`src/rtl/instr_encoder_if.sv`:
```
// Descriptor valid/ready handshake plus the instruction-memory write port.
// The master modport drives descriptors and the slave modport encodes them and writes memory.
interface instr_encoder_if #(
    parameter int ADDR_W = 6
);
    logic              in_valid;
    logic              in_ready;
    logic [2:0]        in_kind;
    logic [2:0]        in_funct3;
    logic              in_funct7b5;
    logic [4:0]        in_rd;
    logic [4:0]        in_rs1;
    logic [4:0]        in_rs2;
    logic [31:0]       in_imm;
    logic              we;
    logic [ADDR_W-1:0] waddr;
    logic [31:0]       wdata;

    modport master (
        output in_valid, in_kind, in_funct3, in_funct7b5, in_rd, in_rs1, in_rs2, in_imm,
        input  in_ready, we, waddr, wdata
    );

    modport slave (
        input  in_valid, in_kind, in_funct3, in_funct7b5, in_rd, in_rs1, in_rs2, in_imm,
        output in_ready, we, waddr, wdata
    );
endinterface

```
`src/rtl/instr_encoder.sv`:
```
// instr_encoder: turns RV32I instruction descriptors into machine words and writes them
// sequentially into instruction memory. Define SEAL_HALT_EN to append a jal x0,0 on seal.
module instr_encoder #(
    parameter int ADDR_W     = 6,
    parameter int START_ADDR = 0
) (
    input  logic            clk,
    input  logic            reset,
    instr_encoder_if.slave  enc,
    input  logic            seal,
    output logic [ADDR_W:0] count,
    output logic            full,
    output logic            err,
    output logic            sealed
);
    typedef enum logic [1:0] {ST_RUN, ST_FULL, ST_SEALED} state_e;
    typedef enum logic [2:0] {K_LW, K_SW, K_R, K_BEQ, K_IALU, K_JAL} kind_e;

    localparam logic [ADDR_W:0] DEPTH     = (ADDR_W + 1)'(1) << ADDR_W;
    localparam logic [31:0]     HALT_WORD = 32'h0000_006F;
`ifdef SEAL_HALT_EN
    localparam bit HALT_EN = 1'b1;
`else
    localparam bit HALT_EN = 1'b0;
`endif

    state_e            state_q;
    logic              we_q;
    logic [ADDR_W-1:0] waddr_q;
    logic [31:0]       wdata_q;
    logic [ADDR_W:0]   count_q;
    logic              err_q;
    logic              halt_pend_q;

    logic [31:0]       imm;
    logic              fits12, fits13, fits21, is_shift;
    logic [31:0]       enc_word;
    logic              enc_ok;
    logic              accept;
    logic [ADDR_W:0]   occ_d;

    assign imm = enc.in_imm;

    // NOTE: every always_comb output gets a default first so no path infers a latch.
    always_comb begin
        fits12   = (&imm[31:11]) | ~(|imm[31:11]);
        fits13   = (&imm[31:12]) | ~(|imm[31:12]);
        fits21   = (&imm[31:20]) | ~(|imm[31:20]);
        is_shift = (enc.in_funct3 == 3'b001) || (enc.in_funct3 == 3'b101);
        enc_word = '0;
        enc_ok   = 1'b0;
        case (enc.in_kind)
            K_LW: begin
                enc_word = {imm[11:0], enc.in_rs1, 3'b010, enc.in_rd, 7'b0000011};
                enc_ok   = fits12;
            end
            K_SW: begin
                enc_word = {imm[11:5], enc.in_rs2, enc.in_rs1, 3'b010, imm[4:0], 7'b0100011};
                enc_ok   = fits12;
            end
            K_R: begin
                enc_word = {1'b0, enc.in_funct7b5, 5'b00000, enc.in_rs2, enc.in_rs1,
                            enc.in_funct3, enc.in_rd, 7'b0110011};
                enc_ok   = 1'b1;
            end
            K_BEQ: begin
                enc_word = {imm[12], imm[10:5], enc.in_rs2, enc.in_rs1, 3'b000,
                            imm[4:1], imm[11], 7'b1100011};
                enc_ok   = fits13 && !imm[0];
            end
            K_IALU: begin
                // Shifts carry funct7b5 in the upper immediate bits and a 5-bit shamt.
                if (is_shift) begin
                    enc_word = {1'b0, enc.in_funct7b5, 5'b00000, imm[4:0], enc.in_rs1,
                                enc.in_funct3, enc.in_rd, 7'b0010011};
                    enc_ok   = ~(|imm[31:5]);
                end else begin
                    enc_word = {imm[11:0], enc.in_rs1, enc.in_funct3, enc.in_rd, 7'b0010011};
                    enc_ok   = fits12;
                end
            end
            K_JAL: begin
                enc_word = {imm[20], imm[10:1], imm[11], imm[19:12], enc.in_rd, 7'b1101111};
                enc_ok   = fits21 && !imm[0];
            end
            default: ;
        endcase
    end

    assign accept = enc.in_valid && enc.in_ready;
    // Words committed once the in-flight write and this cycle's accept land.
    assign occ_d  = count_q + (ADDR_W + 1)'(we_q) + (ADDR_W + 1)'(accept && enc_ok);

    // NOTE: sequential state uses non-blocking assignments so every flop samples pre-edge values.
    always_ff @(posedge clk or posedge reset) begin
        if (reset) begin
            state_q     <= ST_RUN;
            we_q        <= 1'b0;
            waddr_q     <= ADDR_W'(START_ADDR);
            wdata_q     <= '0;
            count_q     <= '0;
            err_q       <= 1'b0;
            halt_pend_q <= 1'b0;
        end else begin
            we_q <= 1'b0;
            if (we_q) begin
                waddr_q <= waddr_q + 1'b1;
                count_q <= count_q + 1'b1;
            end
            if (accept) begin
                if (enc_ok) begin
                    we_q    <= 1'b1;
                    wdata_q <= enc_word;
                end else begin
                    err_q <= 1'b1;
                end
            end
            case (state_q)
                ST_RUN, ST_FULL: begin
                    if (seal) begin
                        state_q <= ST_SEALED;
                        if (HALT_EN && occ_d < DEPTH) begin
                            if (accept && enc_ok) begin
                                halt_pend_q <= 1'b1;
                            end else begin
                                we_q    <= 1'b1;
                                wdata_q <= HALT_WORD;
                            end
                        end
                    end else if (state_q == ST_RUN && occ_d == DEPTH) begin
                        state_q <= ST_FULL;
                    end
                end
                default: begin
                    if (halt_pend_q) begin
                        halt_pend_q <= 1'b0;
                        we_q        <= 1'b1;
                        wdata_q     <= HALT_WORD;
                    end
                end
            endcase
        end
    end

    assign enc.in_ready = (state_q == ST_RUN);
    assign enc.we       = we_q;
    assign enc.waddr    = waddr_q;
    assign enc.wdata    = wdata_q;
    assign count        = count_q;
    assign full         = (count_q == DEPTH);
    assign err          = err_q;
    assign sealed       = (state_q == ST_SEALED);
endmodule

```
`src/flat_wrapper.sv`:
```
// flat-port wrapper written by rule: the top's interface ports become plain ports
module instr_encoder_flat 
#(
    parameter int ADDR_W     = 6,
    parameter int START_ADDR = 0
)
  (clk, reset, seal, count, full, err, sealed, enc_in_valid, enc_in_kind, enc_in_funct3, enc_in_funct7b5, enc_in_rd, enc_in_rs1, enc_in_rs2, enc_in_imm, enc_in_ready, enc_we, enc_waddr, enc_wdata);
  instr_encoder_if #(.ADDR_W(ADDR_W)) enc_i ();
  input  logic clk;
  input  logic reset;
  input  logic seal;
  output logic [ADDR_W:0] count;
  output logic full;
  output logic err;
  output logic sealed;
  input wire logic [$bits(enc_i.in_valid)-1:0] enc_in_valid;
  input wire logic [$bits(enc_i.in_kind)-1:0] enc_in_kind;
  input wire logic [$bits(enc_i.in_funct3)-1:0] enc_in_funct3;
  input wire logic [$bits(enc_i.in_funct7b5)-1:0] enc_in_funct7b5;
  input wire logic [$bits(enc_i.in_rd)-1:0] enc_in_rd;
  input wire logic [$bits(enc_i.in_rs1)-1:0] enc_in_rs1;
  input wire logic [$bits(enc_i.in_rs2)-1:0] enc_in_rs2;
  input wire logic [$bits(enc_i.in_imm)-1:0] enc_in_imm;
  output wire logic [$bits(enc_i.in_ready)-1:0] enc_in_ready;
  output wire logic [$bits(enc_i.we)-1:0] enc_we;
  output wire logic [$bits(enc_i.waddr)-1:0] enc_waddr;
  output wire logic [$bits(enc_i.wdata)-1:0] enc_wdata;
  assign enc_i.in_valid = enc_in_valid;
  assign enc_i.in_kind = enc_in_kind;
  assign enc_i.in_funct3 = enc_in_funct3;
  assign enc_i.in_funct7b5 = enc_in_funct7b5;
  assign enc_i.in_rd = enc_in_rd;
  assign enc_i.in_rs1 = enc_in_rs1;
  assign enc_i.in_rs2 = enc_in_rs2;
  assign enc_i.in_imm = enc_in_imm;
  assign enc_in_ready = enc_i.in_ready;
  assign enc_we = enc_i.we;
  assign enc_waddr = enc_i.waddr;
  assign enc_wdata = enc_i.wdata;
  instr_encoder #(.ADDR_W(ADDR_W), .START_ADDR(START_ADDR)) u_core (.clk(clk), .reset(reset), .enc(enc_i), .seal(seal), .count(count), .full(full), .err(err), .sealed(sealed));
endmodule
```
`config.mk`:
```
export PLATFORM = sky130hd
export DESIGN_NAME = instr_encoder_flat
export DESIGN_NICKNAME = d
export VERILOG_FILES = /design/src/rtl/instr_encoder_if.sv /design/src/rtl/instr_encoder.sv /design/src/flat_wrapper.sv
export SDC_FILE = /design/constraint.sdc
export NUM_CORES = 1
export LEC_CHECK = 0
export CORE_MARGIN = 2
export CORE_UTILIZATION = 40
export CTS_CLUSTER_DIAMETER = 40
export CTS_CLUSTER_SIZE = 8
export DETAILED_ROUTE_END_ITERATION = 12
export GPL_TIMING_DRIVEN = 0
export PLACE_DENSITY_LB_ADDON = 0.25
export SLEW_MARGIN = 20
export SYNTH_ARGS = -nofsm -noshare
export SYNTH_HDL_FRONTEND = slang
export SYNTH_SLANG_ARGS = --single-unit
```
`constraint.sdc`:
```
create_clock -name clk -period 2.1 [get_ports clk]
set_input_delay 0.525 -clock clk [delete_from_list [all_inputs] [get_ports clk]]
set_output_delay 0.525 -clock clk [all_outputs]
set_load 0.01 [all_outputs]
```
==> results of run 1 <==
through the flow:
stage          cell area [um2]  util [%]  power, uW
2_1_floorplan             2739         -       1070
3_3_place_gp              3910     58.52       1250
3_5_place_dp              3930     58.82       1261
4_1_cts                   4230     63.31       1808
5_1_grt                   4370     65.41       1905
6_report                  4370     65.41       1810
sequential cells by signal (all words and copies together), names as in the netlist:
name and flops:
u_core.enc.we 1, u_core.enc.wdata 30, u_core.enc.waddr 6, u_core.err 1
u_core.count 7, u_core.state_q 2
power groups by stage:
stage,registers (uW),clock network [uW],logic (uW)
2_1_floorplan,945,0,124
3_3_place_gp,941,0,309
3_5_place_dp,941,0,319
4_1_cts,923,572,312
5_1_grt,925,619,361
6_report,923,552,335
per-layer routing:
metal  part of all wire (%)  track usage [%]  vias up
met1                     41            28.83     1297
met4                    2.1            9.517        0
met2                     52            37.13       86
met5                      0                0        -
met3                    5.5            4.857       14
li1                       -                -     1241
timing repair:
item                       CTS  global route
resized for setup           79            42
cloned                       1             0
buffers inserted            17            13
pin swaps                   19            23
setup endpoints to repair   35            30
cells by family (layout without fill, tap and decap cells):
kind of cell	after synthesis	after routing	synth area share [%]
adders and majority gates	5	5	2.578
xor gates and xnor gates	11	11	3.545
buffers and inverters	36	174	6.215
and+or+nand+nor	76	76	14.87
muxes	26	26	12.11
DFF	47	47	43.28
AOI/OAI and AO/OA	64	64	17.40
placed cells by master (no fill, tap or decap), types with 3 or more instances in the layout:
cell	instances
clkbuf_8	5
nand2_1	21
buf_12	3
clkdlybuf4s15_1	10
buf_4	22
buf_8	4
xor2_1	5
mux2_4	11
a22o_1	12
dfrtp_1	44
nor2b_4	3
nor2_1	12
nand4_1	10
xnor2_1	6
clkbuf_1	6
o21ai_0	12
a2bb2oi_1	6
o22ai_1	6
inv_2	3
and2_1	3
buf_6	3
nor4_2	3
nand3b_1	3
a21oi_1	5
mux2i_1	4
clkbuf_2	4
clkdlybuf4s50_1	74
inv_1	16
ha_1	3
mux2_2	11
dlygate4sd2_1	16
dfrtp_2	3
worst max-delay path, delay by kind of cell:
kind            cells  cell delay (ns)
compound gates      6             0.78
fa+ha+maj           1             0.37
buf+inv             2             0.22
simple gates        4             1.19
how the worst max path moves through the flow:
stage                         startpoint  cells after the start  slack (ns)           endpoint
after floorplan           enc_in_kind[1]                     14       -0.99  u_core.state_q[0]
after CTS                 enc_in_kind[0]                     14       -0.85  u_core.state_q[0]
after global routing      enc_in_imm[31]                     15       -0.88  u_core.state_q[0]
after detailed placement  enc_in_kind[2]                     15       -1.94  u_core.state_q[0]
after global placement    enc_in_kind[2]                     15       -1.92  u_core.state_q[0]
final                     enc_in_kind[0]                     13       -0.77  u_core.state_q[0]
final cells by class:
type	instances	area (um2)
fill	534	2311
clock buffer	5	68.82
clock inverter	3	20.02
inverter	19	71.32
tap	80	100.1
multi-input combinational	182	1539
timing repair buffer	133	1294
sequential	47	1180
buffer	14	97.59
==> impl_metrics.tcl, run 1 <==
set metrics [dict create \
    hold_viol_final 0 \
    finClkSkew_ns 0.01126 \
    antenna_found_initial 0 \
    area_delta_synth_final_pct 60.82 \
    ys.warnings.count 0 \
    hold_path_class "reg -> reg" \
    synth_area_um2 2718 \
    rsz0062_at_grt "true" \
    clk_latency_ns 0.31 \
    reg2reg_slack_ns -0.50 \
    hold_ws_ns 0.4688 \
    layout.cells.non_filler 483 \
    die_area_um2 7469 \
    port_buffers 107 \
    tns_ns -5.462 \
    cpPeakStageDelay_ns 0.50 \
    p_leak_uw 0.001978 \
    worst_slew_pin_slew_ns 0.5729 \
    power_frac_comb_pct 18.5 \
    grt.total_usage_pct 22.59 \
    synth_common_cells "dfrtp_1, nand2_1, inv_1" \
    path_clk_slew_ns 0.09 \
    cts_tree "yes" \
    rows 30 \
    drv_slew 0 \
    drive_gt1_share_pct 25.56 \
    crit_slowest_cell "or4b_4" \
    async_flop_share_pct 100.0 \
    ios 108 \
    yosysTopAreaCell "dfrtp_1" \
    numCtsBuffers 5 \
    core_area_um2 6681 \
    period_minus_slack_ns 2.867 \
    p_int_uw 1327 \
    gp_congestion 0.8738 \
    final_nets 465 \
    grt_pass1_wl_um 13190 \
    crit_type "in -> reg" \
    synth-seq-area-share_pct 43.28 \
    ir_worst_vdd_v 0.0003001 \
    yosys-top-cells-area "dfrtp_1, mux2_4, mux2_2" \
    dpl.hpwl_um 5771 \
    grt_pass1_vias 2664 \
    drcViolationCount 0 \
    power_density_nw_per_um2 414.1 \
    drv_cap 0 \
    max_freq_mhz 348.8 \
    n_antenna_cell 0 \
    fp.dieW_um 86.43 \
    cp-start-kind "primary input" \
    clock_path_buffers 2 \
    setup_slack_ns -0.7669 \
    synth-edff-count 0 \
    crit_required_ns 2.33 \
    cp_cell_sequence "buf_8 -> or2_4 -> o22ai_4 -> a21boi_4 -> or4b_4 -> a31o_4 -> buf_8 -> fa_2 -> nor2b_4 -> a41oi_2 -> nor4b_4 -> a21oi_2 -> a21oi_1" \
    end_kind "flip-flop" \
    synthCells 265 \
    synth_cell_types 50 \
    pre_cts_slack_ns -1.941 \
    dpl.cell_count 453 \
    yosysTopAreaCellShare_pct 43.28 \
    holdPathEnd "u_core.enc.waddr[5]" \
    r2r_cells 10 \
    cts_root_buffer "clkbuf_8" \
    cts-hold-fix-buffers 0 \
    swShare_pct 26.71 \
    htreeDepth 2 \
    num_vias 2638 \
    slew_headroom_pct 61.81 \
    setup_viol 30 \
    cts.sinks 47 \
    hold_depth 1 \
    via_per_inst 5.462 \
    worstPathArrival_ns 3.10 \
    timing.rr.end "u_core.state_q[0]" \
    syn_avg_cell_area_um2 10.26 \
    dr.pass1.iters 4 \
    synth_nets 328 \
    grt.overflow.total 0 \
    synth.most_common_cell "dfrtp_1" \
    synth_seq_cells 47 \
    violations "negative setup slack" \
    status "finished, violations left" \
    routed_wl_um 8161 \
    ant_nets 0 \
    timing.rr.start "u_core.state_q[1]" \
    drtIter0Drc 116 \
    grt_max_degree 31 \
    die_h_um 86.43 \
    seqPwrFrac_pct 51.0 \
    worst-path-max-fanout 3 \
    wl_per_cell_um 16.90 \
    clkPwrFrac_pct 30.5 \
    crit_top_cell "buf_8" \
    finalCritPeriodShare_pct 136.5 \
    start_util_pct 40.67 \
    synth_ff_type "dfrtp_1" \
    min-delay-start "u_core.enc.waddr[5]" \
    power.switching_uw 483.4 \
]
No activity file was read; power rests on OpenSTA's default activity.
==> run 2, diff against run 1 <==
--- a/config.mk
+++ b/config.mk
@@ -5,6 +5,7 @@
 export SDC_FILE = /design/constraint.sdc
 export NUM_CORES = 1
 export LEC_CHECK = 0
+export CAP_MARGIN = 20
 export CORE_MARGIN = 2
 export CORE_UTILIZATION = 40
 export CTS_CLUSTER_DIAMETER = 40
==> results of run 2 <==
Same layout as run 1: the final DEF is identical, and so are final timing and power.
==> run 3, diff against run 2 <==
--- a/config.mk
+++ b/config.mk
@@ -6,8 +6,7 @@
 export NUM_CORES = 1
 export LEC_CHECK = 0
 export CAP_MARGIN = 20
-export CORE_MARGIN = 2
-export CORE_UTILIZATION = 40
+export CORE_UTILIZATION = 30
 export CTS_CLUSTER_DIAMETER = 40
 export CTS_CLUSTER_SIZE = 8
 export DETAILED_ROUTE_END_ITERATION = 12
==> run 3 against run 2 <==
Effect of this change:
- the flow still finishes with violations (negative setup slack)
- hold slack gained 0.0045 ns
- fmax shrank 0.39%
- global-route usage shrank 5.2 points
- final area grew 0.86%
- critical path depth is the same
- combinational power shrank 1%
- register-to-register slack gained 0.02 ns
- sequential share of layout area shrank 0.26 points
- critical endpoint unchanged
- highest routed layer unchanged
==> impl_metrics.tcl, run 3 (synthesis gave the netlist of run 1 again) <==
set metrics [dict create \
    period_minus_slack_ns 2.878 \
    fin_area_um2 4408 \
    drv_cap 0 \
    gp_congestion 0.8333 \
    largest_reg_flops 30 \
    hold_viol_final 0 \
    die_area_um2 9443 \
    final_common_cell "clkdlybuf4s50_1" \
    finalCritPeriodShare_pct 137.1 \
    cts_root_buffer "clkbuf_8" \
    cts_tree "yes" \
    core_area_um2 8763 \
    grt_pass1_vias 2614 \
    area_delta_synth_final_pct 62.20 \
    r2r_cells 10 \
    clk_latency_ns 0.30 \
    antenna_found_initial 0 \
    routed_wl_um 8193 \
    dpl.hpwl_um 6052 \
    rsz0062_at_grt "true" \
    cp-start-kind "primary input" \
    ir_worst_vdd_v 0.0002604 \
    ant_nets 0 \
    finClkSkew_ns 0.01271 \
    dr.pass1.iters 4 \
    grt.overflow.total 0 \
    setup_viol 30 \
    grt_max_degree 32 \
    via_per_inst 5.093 \
    place_area_um2 3965 \
    drv_slew 0 \
    ios 108 \
    power_density_nw_per_um2 464.6 \
    tns_ns -6.287 \
    path_clk_slew_ns 0.10 \
    slew_headroom_pct 61.87 \
    worst-path-max-fanout 4 \
    max_freq_mhz 347.4 \
    drcViolationCount 0 \
    wl_per_cell_um 16.16 \
    clock_path_buffers 2 \
    crit_type "in -> reg" \
    p_leak_uw 0.001980 \
    htreeDepth 2 \
    end_kind "flip-flop" \
    worst_slew_pin_slew_ns 0.5720 \
    hold_ws_ns 0.4733 \
    hold_path_class "reg -> reg" \
    final_cell_mix "clkdlybuf4s50_1, dfrtp_1, nand2_1, buf_4, inv_1" \
    start_util_pct 31.01 \
    worstPathArrival_ns 3.11 \
    numCtsBuffers 5 \
    drtIter0Drc 66 \
    fp.dieW_um 97.18 \
    port_buffers 107 \
    hold_depth 1 \
    crit_required_ns 2.33 \
    n_antenna_cell 0 \
    grt_pass1_wl_um 13100 \
    num_vias 2582 \
    drive_gt1_share_pct 25.81 \
    cts.sinks 47 \
    die_h_um 97.18 \
    setup_slack_ns -0.7782 \
    violations "negative setup slack" \
    rows 34 \
    final_nets 461 \
    grt.total_usage_pct 17.36 \
    status "finished, violations left" \
]
==> run 3: changes by cell type in the layout (fill, tap and decap cells not counted), sizes merged, moves of 2 or more <==
| cell | before | now |
|---|---|---|
| clkbuf | 16 | 22 |
| buf | 36 | 32 |
| clkdlybuf4s15 | 10 | 8 |
| dlygate4sd2 | 16 | 11 |
| bufinv | 0 | 2 |
==> run 3: critical path, cell delays in order <==
cell and delay, ns:
buf_8 0.10, or2_4 0.25, o22ai_4 0.11, a21boi_2 0.09
or4b_4 0.50, a31o_4 0.25, buf_8 0.12, fa_2 0.37
nor2b_4 0.13, a41oi_2 0.13, nor4b_4 0.31, a21oi_1 0.09
a21oi_1 0.12
==> run 3: cell type report <==
class / instances / area, um2
well taps: 108 / 135.1
inverters: 19 / 71.32
fillers: 826 / 4355
clock buffers: 5 / 68.82
repair buffers: 129 / 1254
plain buffers: 14 / 97.59
clock inverters: 3 / 67.56
multi-input cells: 182 / 1535
flip-flops and latches: 47 / 1179
==> run 3: worst paths after layout <==
check / start / end / slack, ns
hold reg to reg: u_core.enc.waddr[5] / u_core.enc.waddr[5] / 0.47
setup / recovery: enc_in_kind[1] / u_core.state_q[0] / -0.78
setup reg to reg: u_core.state_q[1] / u_core.state_q[0] / -0.48
max in group asynchronous: reset / u_core.count[1] / 1.06
min in group asynchronous: reset / u_core.enc.wdata[8] / 0.54
hold / removal: u_core.enc.waddr[5] / u_core.enc.waddr[5] / 0.47
==> run 3: metrics by stage <==
stage / std cells / worst slack, ns / power (uW) / utilization (%)
6_report: 507 / -0.7782 / 2048 / 50.30
5_1_grt: 507 / -0.8554 / 2137 / 50.30
4_1_cts: 507 / -0.8838 / 2067 / 49.53
3_5_place_dp: 481 / -1.945 / 1263 / 45.25
3_3_place_gp: 480 / -1.933 / 1254 / 45.02
2_1_floorplan: 265 / -0.9902 / 1070 / -
==> run 3: report_power, final <==
part | switching [uW] | internal (uW)
Clock | 319 | 475
Sequential | 8.47 | 915
Combinational | 153 | 177
Total | 480 | 1570
==> run 3: what timing repair did <==
| item | 4_1_cts | 5_1_grt |
|---|---|---|
| setup buffers | 19 | 6 |
| pin swaps | 16 | 21 |
| cloned | 1 | 0 |
| setup endpoints to repair | 35 | 31 |
| gates resized for setup | 78 | 56 |
| hold buffers | 0 | 0 |
==> run 3: per-layer routing <==
metal | GRT usage, % | share of wire (%) | routed length [um]
met5 | 0 | 0 | 0
met4 | 3.904 | 1.2 | 99
met3 | 3.741 | 5.6 | 457
met2 | 30.17 | 50 | 4102
met1 | 21.98 | 43 | 3532
